==> config.mk <==
export PLATFORM = sky130hd
export DESIGN_NAME = regfile
export DESIGN_NICKNAME = d
export VERILOG_FILES = /design/src/rtl/regfile_pkg.sv /design/src/rtl/regfile_rd_port.sv /design/src/rtl/regfile.sv
export SDC_FILE = /design/constraint.sdc
export NUM_CORES = 2
export LEC_CHECK = 0
export ABC_AREA = 1
export BUFFER_PORTS_ARGS = -buffer_cell sky130_fd_sc_hd__buf_2
export CELL_PAD_IN_SITES_DETAIL_PLACEMENT = 1
export CELL_PAD_IN_SITES_GLOBAL_PLACEMENT = 1
export CORE_ASPECT_RATIO = 2
export CORE_MARGIN = 3
export CORE_UTILIZATION = 45
export CTS_CLUSTER_SIZE = 20
export DETAILED_ROUTE_END_ITERATION = 8
export MAX_ROUTING_LAYER = met4
export PLACE_DENSITY_LB_ADDON = 0.05
export SLEW_MARGIN = 20
export SYNTH_ARGS = -nofsm -noshare
export SYNTH_HDL_FRONTEND = slang
export SYNTH_SLANG_ARGS = --single-unit
==> constraint.sdc <==
create_clock -name clk -period 63.1 [get_ports clk]
set_clock_uncertainty 0.1 [all_clocks]
set_input_delay 15.775 -clock clk [delete_from_list [all_inputs] [get_ports clk]]
set_output_delay 15.775 -clock clk [all_outputs]
set_load 0.01 [all_outputs]
==> src/rtl/regfile_pkg.sv <==
// regfile_pkg: shared widths and constants for the register file.
package regfile_pkg;
    localparam int RF_DATA_W   = 32;
    localparam int RF_ADDR_W   = 5;
    localparam int RF_NUM_REGS = 1 << RF_ADDR_W;
    localparam logic [RF_DATA_W-1:0] RF_ZERO_WORD = '0;
endpackage

==> src/rtl/regfile_rd_port.sv <==
// regfile_rd_port: combinational read mux with reset, enable, zero-register and bypass priority.
// Ports:
//   rst    in   reset, forces 0
//   re     in   read enable, 0 forces 0
//   raddr  in   read address, 0 forces 0
//   entry  in   stored value of entry[raddr]
//   we     in   write enable of the write port
//   waddr  in   write address
//   wdata  in   write data (forwarded when BYPASS_EN and addresses match)
//   rdata  out  read data
module regfile_rd_port #(
    parameter int DATA_W = 32,
    parameter int ADDR_W = 5,
    parameter bit BYPASS_EN = 1'b1
) (
    input  logic              rst,
    input  logic              re,
    input  logic [ADDR_W-1:0] raddr,
    input  logic [DATA_W-1:0] entry,
    input  logic              we,
    input  logic [ADDR_W-1:0] waddr,
    input  logic [DATA_W-1:0] wdata,
    output logic [DATA_W-1:0] rdata
);
    logic w_fwd;
    always_comb begin
        w_fwd = BYPASS_EN && we && (waddr == raddr);
        rdata = (rst || !re || raddr == '0) ? '0 : w_fwd ? wdata : entry;
    end
endmodule

==> src/rtl/regfile.sv <==
// regfile: 32-entry MIPS register file, two read ports with same-cycle bypass, one write port, debug read.
// Ports:
//   clk, rst            clock (rising edge), asynchronous active-high reset
//   we, waddr, wdata    write port from write-back
//   re1, raddr1, rdata1 read port 1
//   re2, raddr2, rdata2 read port 2
//   dbg_addr, dbg_data  debug read, no enable, no bypass
module regfile
    import regfile_pkg::*;
#(
    parameter int DATA_W    = RF_DATA_W,
    parameter int ADDR_W    = RF_ADDR_W,
    parameter int NUM_REGS  = RF_NUM_REGS,
    parameter bit BYPASS_EN = 1'b1
) (
    input  logic              clk,
    input  logic              rst,
    input  logic              we,
    input  logic [ADDR_W-1:0] waddr,
    input  logic [DATA_W-1:0] wdata,
    input  logic              re1,
    input  logic [ADDR_W-1:0] raddr1,
    output logic [DATA_W-1:0] rdata1,
    input  logic              re2,
    input  logic [ADDR_W-1:0] raddr2,
    output logic [DATA_W-1:0] rdata2,
    input  logic [ADDR_W-1:0] dbg_addr,
    output logic [DATA_W-1:0] dbg_data
);
    logic [DATA_W-1:0] r_mem [NUM_REGS];

    // Entry 0 is never written, so it holds the reset value of 0 forever.
    always_ff @(posedge clk or posedge rst) begin
        if (rst) begin
            for (int i = 0; i < NUM_REGS; i++) r_mem[i] <= '0;
        end else if (we && waddr != '0) begin
            r_mem[waddr] <= wdata;
        end
    end

    regfile_rd_port #(.DATA_W(DATA_W), .ADDR_W(ADDR_W), .BYPASS_EN(BYPASS_EN)) u_rd1 (
        .rst(rst), .re(re1), .raddr(raddr1), .entry(r_mem[raddr1]),
        .we(we), .waddr(waddr), .wdata(wdata), .rdata(rdata1)
    );

    regfile_rd_port #(.DATA_W(DATA_W), .ADDR_W(ADDR_W), .BYPASS_EN(BYPASS_EN)) u_rd2 (
        .rst(rst), .re(re2), .raddr(raddr2), .entry(r_mem[raddr2]),
        .we(we), .waddr(waddr), .wdata(wdata), .rdata(rdata2)
    );

    // Debug view shows only committed state: always enabled, never forwarded.
    regfile_rd_port #(.DATA_W(DATA_W), .ADDR_W(ADDR_W), .BYPASS_EN(1'b0)) u_rd_dbg (
        .rst(rst), .re(1'b1), .raddr(dbg_addr), .entry(r_mem[dbg_addr]),
        .we(1'b0), .waddr('0), .wdata('0), .rdata(dbg_data)
    );
endmodule
**Word-level counts from Yosys, hierarchy flattened**

Cells that the tools add are included.
Widths: inputs -> output; s select.

- Bits in read-only memories: 0
- Bits in writable memories: 0
- Register bits: 1024
- Input port bits: 57
- Memories: 0
- Logic and storage cells: 75
- Bits in latches: 0
- Output and inout bits: 96

- Muxes and demuxes: 17
- Equal/unequal tests: 2
- $lt $le $gt $ge: 5
- Div/mod/pow operators: 0
- Bitwise operators: 4
- Shifts and indexed selects: 0
- Multipliers: 0
- $add $sub $neg: 0
- Reduce and logical (&&, ||, !) cells: 15

Operators with widths:

| kind | count |
|---|---|
| $bwmux 1024 | 1 |
| $bmux 32 s5 | 3 |
| $mux 32 | 12 |
| $demux 32 s5 | 1 |
| $ge 6x6->1 const B | 4 |
| $not 5->6 | 4 |
| $logic_not 5->1 | 3 |
| $eq 5x5->1 | 2 |
| $lt 6x1->1 const B | 1 |
| $logic_or 1x1->1 | 5 |
| $reduce_bool 5->1 | 1 |
| $logic_and 1x1->1 | 4 |
| $logic_not 1->1 | 2 |

**Logic depth before layout (Yosys ltp)**

- Depth after elaboration: 6
- Gate-level depth with buffers: 13
- Gate-level depth less buffers: 9

**By module**

A second synthesis with hierarchy kept.

- Cells, all modules: 11181
- Area, all modules: 68175.4 sq um

By module, submodules not included:

| module | instances | area each (sq um) | sequential area each (sq um) | cells an instance |
|---|---|---|---|---|
| regfile | 1 | 66234.8 | 25624.6 | 10705 |
| regfile_rd_port (u_rd1 ...) | 2 | 812.0 | 0.0 | 201 |
| regfile_rd_port (u_rd_dbg) | 1 | 316.6 | 0.0 | 74 |

**Worst setup path after synthesis**

No wires, ideal clock.

- Path kind: input port to output port
- From: input rst
- To: output dbg_data[22]
- Cell stages on the path: 3
- Arrival: 40.369 ns
- Setup slack: 6.856 ns
- Path buffers: 0
- Cells stage by stage: inv_1 -> nand2_1 -> a21oi_1

- Longest elaborated chain between the ends: 2

RTL lines:

| item | line | source |
|---|---|---|
| start: declaration | regfile.sv:17 | `input logic rst,` |
| $logic_or 1x1->1 | regfile_rd_port.sv:28 | `rdata = (rst \|\| !re \|\| raddr == '0) ? '0 : w_fwd ? wdata : entry;` |
| $mux 32 | regfile_rd_port.sv:28 |  |
| end: declaration | regfile.sv:28 | `output logic [DATA_W-1:0] dbg_data` |

No other way between the ends.

**Worst setup path in the final report**

- From: input raddr2[0]
- To: output rdata2[21]

- Longest elaborated chain between the ends: 6

RTL lines:

| item | line | source |
|---|---|---|
| start: declaration | regfile.sv:25 | `input logic [ADDR_W-1:0] raddr2,` |
| $not 5->6 (implied by the code) | regfile.sv:47 | `.rst(rst), .re(re2), .raddr(raddr2), .entry(r_mem[raddr2]),` |
| $bmux 32 s5 | regfile.sv:47 |  |
| $mux 32 (implied by the code) (2 in a row) | regfile.sv:47 |  |
| $mux 32 | regfile_rd_port.sv:28 |  |
| $mux 32 * | regfile_rd_port.sv:28 |  |
| end: declaration | regfile.sv:26 | `output logic [DATA_W-1:0] rdata2,` |

Every way passes the cells marked *; elsewhere a longest branch is shown, timed or not. The select of a mux whose other input is x is not followed.

==> results_dict.tcl <==
set metrics [dict create \
    outcome "complete, no violations" \
    clock_path_buffers 3 \
    min_to "r_mem[1013]" \
    tightest_slew_ns 1.28 \
    regToRegSetupSlack_ns 62.16 \
    postCtsSetupRepairBufs 0 \
    clkTransAtPathRegs_ns 0.06 \
    cp-start-kind "primary input" \
    cts_buffers 105 \
    required_ns 47.22 \
    cts.sinks 1024 \
    synth.most_common_cell "nand2_1" \
    whs_path_depth 0 \
    initial_core_util_pct 45.3 \
    drtAntennaViolNets 0 \
    io_pins 153 \
    synth_nets 11200 \
    grtUsageTotal_pct 49.2 \
    arrival_ns 20.79 \
    cp_cell_sequence "buf_8 -> buf_4 -> buf_4 -> buf_4 -> buf_4 -> nand2_1 -> o21ai_0 -> nand2_1 -> a21oi_1 -> nor2_1 -> nand2_1 -> nand2_1 -> a21oi_1 -> buf_2" \
    drc 0 \
    fin_tns_setup_ns 0 \
    worst_path_max_delay_cell "buf_4" \
    reg.largest.list "r_mem: 1024 flops" \
    die_h_um 559 \
    clk_latency_ns 0.74 \
    drtIter0Drc 10100 \
    hold_class "reg -> reg" \
    vias 81800 \
    worstSetupPathType "in -> out" \
    avgViaCountPerCell 6.43 \
    period_share_pct 58.1 \
    worst_hold_slack_ns 0.302 \
    slew-limit-headroom_pct 14.4 \
    ir_drop_mv 0.0208 \
    io_buffers 152 \
    layout-drive-gt1-share_pct 5.54 \
    place.gp.congestion 0.937 \
    synth_top_area_cell "dfrtp_1" \
    cts.htree.levels 3 \
    syn_avg_cell_area_um2 6.17 \
    grt_pass1_vias 81300 \
    die_area_mm2 0.158 \
    drv_cap 0 \
    grt_max_degree 179 \
    min_from "r_mem[1013]" \
    synthTopCellsByCount "4,280 x nand2_1, 1,477 x nand3_1, 1,468 x o21ai_0" \
    std_cell_rows 202 \
    finalSetupViolations 0 \
    maxSlewViolCount 0 \
    antenna_found_initial 40 \
    synthFlopType "dfrtp_1" \
    worst-path-max-fanout 79 \
    r2r-start "r_mem[898]" \
    grt_remaining_overflow 0 \
    ys_async_sr_fraction_pct 100 \
    largest_reg_flops 1024 \
    synthTopCellsByArea "dfrtp_1 37%, nand2_1 23%, nand3_1 11%" \
    ys_seq_area_share_pct 37.3 \
    place_worst_setup_slack_ns 26.78 \
    synthCells 11100 \
    synth_edf_count 0 \
    finalHoldViolations 0 \
    ys_types 26 \
    cts_tree "done" \
    cp-end-kind "output port" \
    cts_hold_buf 0 \
    r2r-end "r_mem[898]" \
    grt_pass1_wl_mm 552 \
    die_w_um 282 \
    core-area_mm2 0.152 \
    ys_seq_elements 1024 \
    rsz0062_at_grt "no" \
    drt_wl_total_mm 382 \
    regMostFlops "r_mem" \
    max_freq_mhz 27.3 \
    dpl.hpwl_mm 218 \
    yosysWarningCount 0 \
    cts_resized 0 \
    cts_root_buf "clkbuf_16" \
    reg2reg_depth 2 \
    slowest_delay_ns 0.74 \
    nNetsFinal 10700 \
    wl_per_cell_um 30.0 \
    placed_cell_area_mm2 0.0699 \
    power.density_mw_per_mm2 29.3 \
    min_period_ns 36.67 \
    postLayoutCellArea_mm2 0.0738 \
    drtPass1Iterations 8 \
    synthesis.area_mm2 0.0687 \
    fin_total_pwr_uw 2160 \
    synth_top_cell_area_share_pct 37.3 \
    syn_to_final_growth_pct 7.35 \
    p_leak_uw 0.0347 \
    timing.final.ws_setup_ns 26.43 \
]
[worst max-delay path, delay by kind of cell]
| family | cells | cell delay, ns |
|---|---|---|
| compound gates | 3 | 0.91 |
| buf+inv | 6 | 3.31 |
| simple gates | 5 | 0.64 |
[routing by layer]
layer / GRT usage (%) / share of wire, % / vias to the layer above
met5: - / 0 / -
met4: 37.8 / 9.2 / 0
met1: 56.7 / 36 / 40400
li1: - / - / 34600
met3: 13.0 / 11 / 1788
met2: 72.8 / 44 / 5070
[per-stage QoR]
| stage | utilization, % | std cells |
|---|---|---|
| after floorplan | - | 11100 |
| after global placement | 46.1 | 12500 |
| after detailed placement | 46.1 | 12500 |
| after CTS | 48.6 | 12700 |
| after global routing | 48.6 | 12700 |
| final | 48.7 | 12700 |
[final cells by class]
type / count / area [µm²]
antenna: 43 / 108
clock buffer: 149 / 3130
clock inverter: 47 / 573
fill: 20600 / 77900
inverter: 804 / 3070
multi-input combinational: 8383 / 36600
sequential: 1024 / 25600
tap: 1938 / 2420
timing repair buffer: 327 / 2280
[how the worst max path moves through the flow]
stage / depth (start not counted) / end / start / slack [ns]
after floorplan: 3 / dbg_data[22] / rst / 6.86
after global placement: 14 / rdata2[21] / raddr2[0] / 26.74
after detailed placement: 14 / rdata2[21] / raddr2[0] / 26.78
after CTS: 14 / rdata2[28] / raddr2[0] / 26.76
after global routing: 14 / rdata2[27] / raddr2[0] / 26.34
final: 14 / rdata2[21] / raddr2[0] / 26.43
[cells by family after synthesis]
logic type / after synthesis / synth area share (%)
DFF: 1024 / 37.3
buffers and inverters: 1723 / 9.99
and+or+nand+nor: 6391 / 37.9
AOI/OAI and AO/OA: 1992 / 14.8
[report_power, final]
part	switching (µW)	total [µW]	internal (µW)	leakage (µW)
combinational	393	561	168	0.0199
clock	308	701	394	0.00182
sequential	116	896	780	0.0130
[layout by cell type (no fill, tap or decap), types with 6 or more instances in the layout]
cell / instances
nand3_1: 1477
clkbuf_16: 109
nand2_1: 4262
clkinvlp_4: 9
a21oi_1: 348
clkbuf_8: 25
inv_1: 780
o21ai_0: 1468
nor2_4: 11
buf_12: 9
bufinv_16: 12
clkinv_2: 23
nor2_1: 589
nor3_4: 6
clkbuf_1: 15
o21ai_1: 81
or2_2: 8
buf_2: 139
buf_4: 170
o211ai_1: 85
dfrtp_1: 1024
nand2_8: 7
diode_2: 43
o22ai_1: 7
nand2_4: 20
inv_2: 12
No activity file was read; power rests on OpenSTA's default activity.
